File: src/rtl/data_memory_ctrl.sv
// data_memory_ctrl: request/response data memory for the RISC datapath.
//
// A parametrised word array with byte-lane write strobes and registered reads.
// Every accepted request gets exactly one single-cycle response, one cycle after
// it is accepted. Addresses whose bits above the word index are non-zero are
// rejected with rsp_err and leave the array untouched. With CLEAR_ON_RESET set,
// the block zeroes the whole array after reset (one word per cycle) before it
// accepts requests.
//
// Ports:
//   clk        system clock, rising edge
//   rst_n      synchronous active-low reset
//   req_valid  request present
//   req_ready  request can be accepted this cycle
//   req_write  1 = write, 0 = read
//   req_addr   word address
//   req_wdata  write data
//   req_wstrb  byte-lane enables (bit i covers bits 8i+7..8i)
//   rsp_valid  one-cycle response pulse
//   rsp_rdata  read data, 0 for writes, errors and idle cycles
//   rsp_err    address out of range, qualified by rsp_valid
//   busy       clear sweep in progress
module data_memory_ctrl #(
  parameter int unsigned DATA_W         = 16,
  parameter int unsigned ADDR_W         = 16,
  parameter int unsigned DEPTH          = 8,
  parameter bit          CLEAR_ON_RESET = 1'b1
) (
  input  logic                clk,
  input  logic                rst_n,
  input  logic                req_valid,
  output logic                req_ready,
  input  logic                req_write,
  input  logic [ADDR_W-1:0]   req_addr,
  input  logic [DATA_W-1:0]   req_wdata,
  input  logic [DATA_W/8-1:0] req_wstrb,
  output logic                rsp_valid,
  output logic [DATA_W-1:0]   rsp_rdata,
  output logic                rsp_err,
  output logic                busy
);

  localparam int unsigned IdxW     = $clog2(DEPTH);
  localparam int unsigned NumLanes = DATA_W / 8;
  localparam logic [IdxW-1:0] LastIdx = IdxW'(DEPTH - 1);

  typedef enum logic [0:0] {StClear, StIdle} state_e;

  state_e state_q, state_d;
  logic [IdxW-1:0] cnt_q, cnt_d;

  logic [DATA_W-1:0] mem_q [DEPTH];

  logic                rsp_valid_q, rsp_valid_d;
  logic [DATA_W-1:0]   rsp_rdata_q, rsp_rdata_d;
  logic                rsp_err_q, rsp_err_d;

  logic                accept;
  logic                in_range;
  logic [IdxW-1:0]     idx;

  logic                mem_we;
  logic [IdxW-1:0]     mem_idx;
  logic [NumLanes-1:0] mem_be;
  logic [DATA_W-1:0]   mem_wdata;

  assign idx       = req_addr[IdxW-1:0];
  // When DEPTH spans the full address space the shift leaves zero: always in range.
  assign in_range  = ((req_addr >> IdxW) == '0);
  // Nothing is accepted while reset is asserted, so an in-flight request gets no response.
  assign req_ready = (state_q == StIdle) && rst_n;
  assign accept    = req_valid && req_ready;
  assign busy      = (state_q == StClear);

  always_comb begin
    state_d   = state_q;
    cnt_d     = cnt_q;
    mem_we    = 1'b0;
    mem_idx   = idx;
    mem_be    = '0;
    mem_wdata = '0;
    unique case (state_q)
      StClear: begin
        mem_we  = 1'b1;
        mem_idx = cnt_q;
        mem_be  = '1;
        cnt_d   = cnt_q + IdxW'(1);
        if (cnt_q == LastIdx) begin
          state_d = StIdle;
        end
      end
      StIdle: begin
        if (accept && in_range && req_write) begin
          mem_we    = 1'b1;
          mem_be    = req_wstrb;
          mem_wdata = req_wdata;
        end
      end
      default: state_d = StIdle;
    endcase
    if (!rst_n) begin
      mem_we = 1'b0;
    end
  end

  always_comb begin
    rsp_valid_d = accept;
    rsp_err_d   = accept && !in_range;
    rsp_rdata_d = '0;
    if (accept && in_range && !req_write) begin
      rsp_rdata_d = mem_q[idx];
    end
  end

  always_ff @(posedge clk) begin
    if (!rst_n) begin
      state_q     <= CLEAR_ON_RESET ? StClear : StIdle;
      cnt_q       <= '0;
      rsp_valid_q <= 1'b0;
      rsp_rdata_q <= '0;
      rsp_err_q   <= 1'b0;
    end else begin
      state_q     <= state_d;
      cnt_q       <= cnt_d;
      rsp_valid_q <= rsp_valid_d;
      rsp_rdata_q <= rsp_rdata_d;
      rsp_err_q   <= rsp_err_d;
    end
  end

  // Array contents are deliberately not reset; clearing is done by the sweep.
  always_ff @(posedge clk) begin
    if (mem_we) begin
      for (int i = 0; i < NumLanes; i++) begin
        if (mem_be[i]) begin
          mem_q[mem_idx][8*i +: 8] <= mem_wdata[8*i +: 8];
        end
      end
    end
  end

  assign rsp_valid = rsp_valid_q;
  assign rsp_rdata = rsp_rdata_q;
  assign rsp_err   = rsp_err_q;

endmodule

File: config.mk
export PLATFORM = sky130hd
export DESIGN_NAME = data_memory_ctrl
export DESIGN_NICKNAME = d
export VERILOG_FILES = /design/src/rtl/data_memory_ctrl.sv
export SDC_FILE = /design/constraint.sdc
export NUM_CORES = 1
export LEC_CHECK = 0
export CORE_MARGIN = 4
export CORE_UTILIZATION = 35
export DETAILED_ROUTE_END_ITERATION = 8
export PLACE_DENSITY = 0.52
export SLEW_MARGIN = 10
export SYNTH_ARGS = -nofsm -noshare
export SYNTH_HDL_FRONTEND = slang
export SYNTH_SLANG_ARGS = --single-unit
File: constraint.sdc
create_clock -name clk -period 2.4 [get_ports clk]
set_input_delay 0.6 -clock clk [delete_from_list [all_inputs] [get_ports clk]]
set_output_delay 0.6 -clock clk [all_outputs]
set_load 0.01 [all_outputs]
* Word level (Yosys, flattened, before mapping)
Memories as Yosys holds them, arrays and structs flattened. A register that Yosys moved wholly into a read port is not among the register bits.
Index checks and enable logic that the tools add are counted.
** Storage, ports and cells
- Bits in registers :: 6
- Bits in writable memories :: 128
- Latch bits :: 0
- Input port bits :: 38
- Bits in read-only memories :: 0
- Memories kept :: 1
- Output and inout port bits :: 20
** Memory list
- mem_q :: words 8, width 16, read ports 1, clocked after Yosys merged registers in 1, write ports 1, line 52 : logic [DATA_W-1:0] mem_q [DEPTH];
** Cells by class
- Order comparisons :: 0
- Bitwise gates (word level) :: 1
- Muxes and demuxes :: 16
- Shift-type cells :: 0
- Multiply operators :: 0
- Eq/ne operators :: 1
- Add/subtract/negate cells :: 1
- Reductions and logical operators :: 11
- Div/mod/pow operators :: 0
** Operators by type and width (count)
- $mux 16 :: 2
- $logic_not 16->1 :: 1
- $mux 1 :: 10
- $logic_and 1x1->1 :: 6
- $pmux 2 s2 :: 1
- $add 3x1->3 const B :: 1
- $eq 3x3->1 const B :: 1
- $logic_not 1->1 :: 3
- $mux 3 :: 1
- $mux 2 :: 1
- $pmux 1 s2 :: 1
- $reduce_and 2->1 :: 1
- $not 1->1 :: 1

* Logic depth before layout (Yosys ltp)
Gate-level depths: netlist of the first run.
- Depth after elaboration :: 9
- Gate-level depth with buffers :: 7
- Depth with buffers taken out :: 4

* Worst setup path before layout of the first run
OpenSTA, ideal clock, no wires.
- Path kind :: input to register
- Start :: in req_addr[0]
- End :: mem mem_q[1][10] (enable)
- Stages :: 6
- Buffers on the path :: 2
- Data required time :: 2030 ps
- Library setup time :: 370 ps
- Setup slack :: 32 ps
- Data arrival time :: 1998 ps
- Cell sequence :: buf_2 -> buf_2 -> mux2_2 -> nand2_1 -> or2_2 -> nor2_1
** Between the ends
- Cells in the longest elaborated chain, start to end :: 1
** Ends and longest elaborated chain
- from (decl) :: line 34 : input logic [ADDR_W-1:0] req_addr,
- $mux 3 :: line 82 : unique case (state_q)
- to (decl) :: line 52
Every way passes these cells.

* Worst setup path in the final report of the first run
- Start :: in req_addr[15]
- End :: mem mem_q[7][0] (enable)
** Between the ends
- Cells in the longest elaborated chain, start to end :: 8
- Elaborated cells between the ends (all ways) :: 11
- Classes of those cells :: 8 x mux; 3 x reduce/logical
** Ends and longest elaborated chain
- $logic_not 16->1 (*) :: line 69 : assign in_range = ((req_addr >> IdxW) == '0);
- $logic_and 1x1->1 (*) (2 in series) :: line 93 : if (accept && in_range && req_write) begin
- $mux 2 or $mux 1 (tied branches) :: line 93
- $pmux 2 s2 or $pmux 1 s2 (tied branches) :: line 82
- $mux 1 (on tied branches) :: line 135, 101
- $mux 1 (*) :: line 133 : if (mem_we) begin
- $mux 1 (implied by the code) (*) :: line 136 : mem_q[mem_idx][8*i +: 8] <= mem_wdata[8*i +: 8];
Mark *: on every way between the ends. The rest lies on a longest branch, timed or not.

==> reports/qor.yml, run 1 <==
status:
  run_status: "finished clean"
global_route:
  grt_max_degree: 21
  grt_first_pass_wirelength_mm: 18.9
  number_of_global_route_vias_before_repair: 3233
  gr-total-overflow: 0
  global_route.usage.total: 0.142
  grt_antenna_before_repair: 0
clocking:
  worst_setup_hold_path_clk_slew_ns: 0.06
  clock_tree_from_tritoncts: "yes"
  cts_resized: 0
  cts_htree_levels: 4
  clock_tree.root_cell: "clkbuf_16"
  clock_latency_ns: 0.43
  hold_buffers: 0
  cts.sinks: 150
  cts-buffers-inserted: 17
  clk_path_buf_depth: 2
  cts_setup_buffers: 0
critical_path:
  crit_arrival_ns: 2.32
  critical_path_start_end_classification: "in -> reg"
  critPathRequiredTime_ns: 2.53
  end_kind: "register"
  cp-start-kind: "input pin"
  critical_path.max_fanout: 8
pwr:
  irDropWorstVdd_v: 0.000516
  power_leakage_uw: 0.00274
  switching_share: 0.206
  internal-power_uw: 4550
  seq_power_share: 0.503
  power.density_cell_area_nw_per_um2: 751
  pwr-share-comb: 0.055
  share_clk_of_total_power: 0.442
  p_sw_uw: 1180
timing:
  min_period_ns: 2.19
  timing.fmax_ghz: 0.458
  hold_viol: 0
  tightest_slew_ns: 0.396
  setup_total_negative_slack_ns: 0
  period_share: 0.910
  setup_viol_count_final: 0
  timing.max_slew.rel_slack: 0.736
  fin_worst_skew_ns: 0.00677
  grt_setup_unrepaired: "false"
  finalMaxSlewViolations: 0
routing:
  totalWireLength_mm: 12.0
  dr.pass1.iters: 4
  drt_iter0_markers: 258
  dr_total_vias: 3049
  postRouteAntennaNets: 0
  remaining_drc_errors: 0
  detail_route.wl_per_cell_um: 18.5
  avgViaCountPerCell: 4.71
layout:
  n_antenna_cell: 0
  fillCellCount: 1340
  design.final.nets: 458
  stdcell_area_sq_um: 7630
  finalNonFillerCells: 647
  final_layout_size_suffix_gt1_frac: 0.269
  utilization: 0.475
  flow.area_growth_from_synthesis_pct: 31.3
die:
  dieArea_sq_um: 18700
  io_pins: 58
  die_w_um: 137
  initial_utilization: 0.362
  floorplan.die.height_um: 137
  design.core.area_sq_um: 16100
  placementRows: 46
synth:
  synth_top_cell_area_share: 0.661
  post_synth_inst_count: 313
  synth_area_leaders: "edfxtp_1 (66%), mux4_2 (12%), dfxtp_1 (7.6%)"
  number_of_storage_elements_in_the_synthesis_netlist: 150
  synth-edff-count: 128
  synth_largest_area_cell: "edfxtp_1"
  async_reset_ff_frac: 0
  yosys-top-cells-count: "edfxtp_1 (128), nor2_1 (35), mux4_2 (32), dfxtp_1 (22), mux2i_1 (19)"
  netlist-cell-type-count: 33
  yosysWarnings: 0
  synth.avg_cell_area_sq_um: 18.6
  netlist_area_sq_um: 5810
  synth.net_count: 353
  synth_seq_area_share: 0.737
  synth_top_flop_cell: "edfxtp_1"
  yosys.cell_count.top_type: "edfxtp_1"
place:
  routabilityCongestion: 0.730
  postPlaceCellArea_sq_um: 7060
  place.detailed.hpwl_mm: 8.51
  place_inst: 615
  number_of_buffer_cells_added_on_primary_ports: 57
run:
  max_cap_violations: 0
worst_hold_path:
  worst_hold_path_type: "reg -> reg"
-- metrics by stage --
| step | hold slack, ns | total power, uW | setup WS (ns) |
|---|---|---|---|
| after floorplan | 0.552 | 3110 | 0.0319 |
| after global placement | 0.583 | 3260 | -0.206 |
| after detailed placement | 0.599 | 3260 | -0.223 |
| after CTS | 0.607 | 5780 | 0.00435 |
| after global routing | 0.672 | 5940 | 0.147 |
| final | 0.601 | 5730 | 0.215 |
-- cells in the final DEF, fill, tap and decap left out, drive strengths merged, types with 3 or more instances in the layout --
cell	synthesis	final
edfxtp	128	128
buf	12	46
nor3	3	3
and2	18	18
clkinvlp	0	3
clkbuf	4	17
clkdlybuf4s50	0	55
nand2	8	8
dfxtp	22	22
nand3	4	4
mux4	32	32
or2	6	6
mux2i	19	19
nor2	35	35
clkinv	0	9
inv	3	4
-- cells by family after synthesis --
group	after synthesis	share of synthesized area
xor+xnor	1	0.00151
flops	150	0.737
buf+inv	19	0.0164
fa+ha+maj	2	0.00431
simple gates	81	0.0719
mux	52	0.159
compound gates	8	0.00990
-- sequential cells by signal, indices dropped and copies added, names as in the netlist --
name and count:
rsp_rdata 16, mem_q 128, state_q 1, rsp_valid 1, cnt_q 3, rsp_err 1
-- critical path, stage by stage --
cell	delay (ns)
clkdlybuf4s50_1	0.45
nor4_4	0.32
nand3_2	0.16
o31a_1	0.44
nor2_1	0.16
buf_4	0.18
-- area by class of cell --
type                            instances  area (sq um)  share of cell area
Tap cell                              216           270              0.0354
Clock buffer                           17           425              0.0558
Sequential cell                       150          4280               0.562
Inverter                                3          11.3             0.00148
Clock inverter                         15           138              0.0180
Timing Repair Buffer                  102          1070               0.140
Multi-Input combinational cell        144          1430               0.188
-- power by group through the flow --
| stage | clock [uW] | combinational, uW | sequential [uW] |
|---|---|---|---|
| floorplan | 0 | 185 | 2930 |
| global placement | 0 | 319 | 2940 |
| detailed placement | 0 | 322 | 2940 |
| CTS | 2580 | 323 | 2880 |
| global route | 2710 | 347 | 2890 |
| finish | 2530 | 317 | 2880 |
-- routing by layer --
metal,track usage,vias up,wire [um]
met4,0.0565,0,161
met3,0.0460,12,732
met2,0.203,92,5460
met5,0,-,0
li1,-,1422,-
met1,0.200,1523,5640
-- worst paths after layout --
check | endpoint | start | slack (ns) | cells after the start
setup / recovery | mem_q[7][0] | req_addr[15] | 0.21 | 6
hold / removal | cnt_q[1] | cnt_q[1] | 0.60 | 2
setup reg to reg | mem_q[7][0] | state_q | 0.36 | 5
hold reg to reg | cnt_q[1] | cnt_q[1] | 0.60 | 2
Note: power is estimated with default switching activity, not from simulation.
==> run 2, diff against run 1 <==
--- a/config.mk
+++ b/config.mk
@@ -5,10 +5,12 @@
 export SDC_FILE = /design/constraint.sdc
 export NUM_CORES = 1
 export LEC_CHECK = 0
+export CELL_PAD_IN_SITES_DETAIL_PLACEMENT = 0
+export CELL_PAD_IN_SITES_GLOBAL_PLACEMENT = 1
 export CORE_MARGIN = 4
 export CORE_UTILIZATION = 35
 export DETAILED_ROUTE_END_ITERATION = 8
-export PLACE_DENSITY = 0.52
+export PLACE_DENSITY = 0.59
 export SLEW_MARGIN = 10
 export SYNTH_ARGS = -nofsm -noshare
 export SYNTH_HDL_FRONTEND = slang
==> run 2 against run 1 <==
- non-clock buffer count down 1
- register-to-register slack about the same
- wire length down 4.7%
- maximum frequency down 6.7%
- hold slack worse by 0.0058 ns
- sequential share of layout area unchanged
- clock power up 8.7%
- critical path depth down 3
- global-route usage down 0.78 points
- flip-flop and latch count unchanged
- total power up 3.8%
- worst setup slack worse by 0.16 ns
- highest routed layer unchanged
==> reports/qor.yml, run 2 (synthesis gave the netlist of run 1 again) <==
pwr:
  power.density_cell_area_nw_per_um2: 779
  fin_total_pwr_uw: 5950
  power_leakage_uw: 0.00274
  irDropWorstVdd_v: 0.000467
routing:
  met2RoutedLength_mm: 5.22
  avgViaCountPerCell: 4.63
  remaining_drc_errors: 0
  wl_met3_um: 511
  detail_route.wl_per_cell_um: 17.7
  dr_total_vias: 2993
  detail_route.wirelength.met1_mm: 5.54
  postRouteAntennaNets: 0
  drt_iter0_markers: 187
  dr.pass1.iters: 4
  route.top_layer_used: "met4"
  totalWireLength_mm: 11.4
critical_path:
  cp-start-kind: "input pin"
  setup.worst_path.start: "rst_n"
  critical_path_buf_inv_count: 2
  crit_path_cell_trace: "clkdlybuf4s50_1, and2_1, clkdlybuf4s50_1"
  end_kind: "output port"
  cpLargestDelayFamily: "buffers and inverters"
  critPathRequiredTime_ns: 1.80
  crit-reg2reg-capture: "mem_q[5][7]"
  timing.reg2reg.worst_path_depth: 5
  crit_path_max_incr_delay_ns: 0.53
  critical_path_start_end_classification: "in -> out"
  critical_path.max_fanout: 3
  r2r_start: "state_q"
  ff2ff_setup_slack_ns: 0.35
  most_frequent_cell_on_the_critical_path: "clkdlybuf4s50_1"
  cpMaxStageDelayCell: "clkdlybuf4s50_1"
  crit_arrival_ns: 1.74
timing:
  timing.fmax_ghz: 0.427
  setup_viol_count_final: 0
  min_period_ns: 2.34
  finalMaxSlewViolations: 0
  period_share: 0.976
  grt_setup_unrepaired: "false"
  fin_worst_skew_ns: 0.00881
  hold_viol: 0
  tightest_slew_ns: 0.426
  hold_slack_ns: 0.595
  timing.max_slew.rel_slack: 0.715
global_route:
  gr-total-overflow: 0
  number_of_global_route_vias_before_repair: 3199
  grt_first_pass_wirelength_mm: 18.1
  grt_antenna_before_repair: 0
  grt_max_degree: 27
  global_route.usage.total: 0.134
run:
  max_cap_violations: 0
place:
  routabilityCongestion: 0.733
  place.detailed.hpwl_mm: 8.15
  number_of_buffer_cells_added_on_primary_ports: 57
worst_hold_path:
  worst_hold_path_type: "reg -> reg"
  min_delay_worst_endpoint: "cnt_q[1]"
  worst_hold_path.num_cells: 2
  min_from: "cnt_q[1]"
layout:
  fillCellCount: 1343
  final_layout_size_suffix_gt1_frac: 0.277
  top_register: "mem_q"
  n_antenna_cell: 0
  largest_register_ff_count: 128
  flow.area_growth_from_synthesis_pct: 31.3
  most-common-layout-cells: "edfxtp_1 (128), clkdlybuf4s50_1 (56), nor2_1 (35), buf_4 (35), mux4_2 (32)"
  mostFrequentLayoutCell: "edfxtp_1"
  design.final.nets: 457
clocking:
  clock_latency_ns: 0.41
  clk_path_buf_depth: 2
  clock_tree.root_cell: "clkbuf_16"
  hold_buffers: 0
  cts_htree_levels: 4
  cts.sinks: 150
  cts_setup_buffers: 0
  cts-buffers-inserted: 17
  worst_setup_hold_path_clk_slew_ns: 0.05
  cts_resized: 0
  clock_tree_from_tritoncts: "yes"
status:
  run_status: "finished clean"
die:
  dieArea_sq_um: 18700
  design.core.area_sq_um: 16100
  floorplan.die.height_um: 137
  initial_utilization: 0.362
  die_w_um: 137
  io_pins: 58
  placementRows: 46
[run 2: layout make-up]
| type | count | area (sq um) | area share |
|---|---|---|---|
| tap | 216 | 270 | 0.0354 |
| clock inverter | 13 | 180 | 0.0236 |
| multi-input combinational | 144 | 1430 | 0.188 |
| sequential | 150 | 4280 | 0.562 |
| timing repair buffer | 101 | 1010 | 0.132 |
| inverter | 3 | 11.3 | 0.00148 |
| clock buffer | 19 | 443 | 0.0581 |
[run 2: per-layer routing]
metal | GRT usage | vias to the layer above
li1 | - | 1424
met2 | 0.195 | 74
met4 | 0.0516 | 0
met5 | 0 | -
met1 | 0.193 | 1481
met3 | 0.0338 | 14
[run 2: worst min-delay path, cell delays in order (launching register included)]
cell,delay (ns)
dfxtp_1,0.35
mux2i_1,0.14
nor2b_1,0.05
[run 2: worst max path at each step]
stage                    to  slack [ns]  cells past startpoint
2_1_floorplan  mem_q[1][10]        0.03                      6
3_3_place_gp    mem_q[5][3]       -0.20                      6
3_5_place_dp   mem_q[6][14]       -0.21                      6
4_1_cts           req_ready        0.05                      3
5_1_grt           req_ready        0.02                      2
6_report          req_ready        0.06                      3
[run 2: power breakdown]
group	switching (uW)	total [uW]	internal (uW)	leakage (uW)
Clock	985	2750	1760	0.000299
Sequential	19.3	2880	2860	0.00143
Combinational	136	318	181	0.00101
[run 2: metrics by stage]
step	TNS, ns	cell area (sq um)	util	setup WS (ns)	instances
after global routing	0	7630	0.475	0.0220	646
after floorplan	0	5810	-	0.0319	313
after CTS	0	7630	0.475	0.0468	646
after global placement	-23.74	7010	0.436	-0.205	614
after detailed placement	-27.27	7010	0.436	-0.212	614
final	0	7630	0.475	0.0586	646
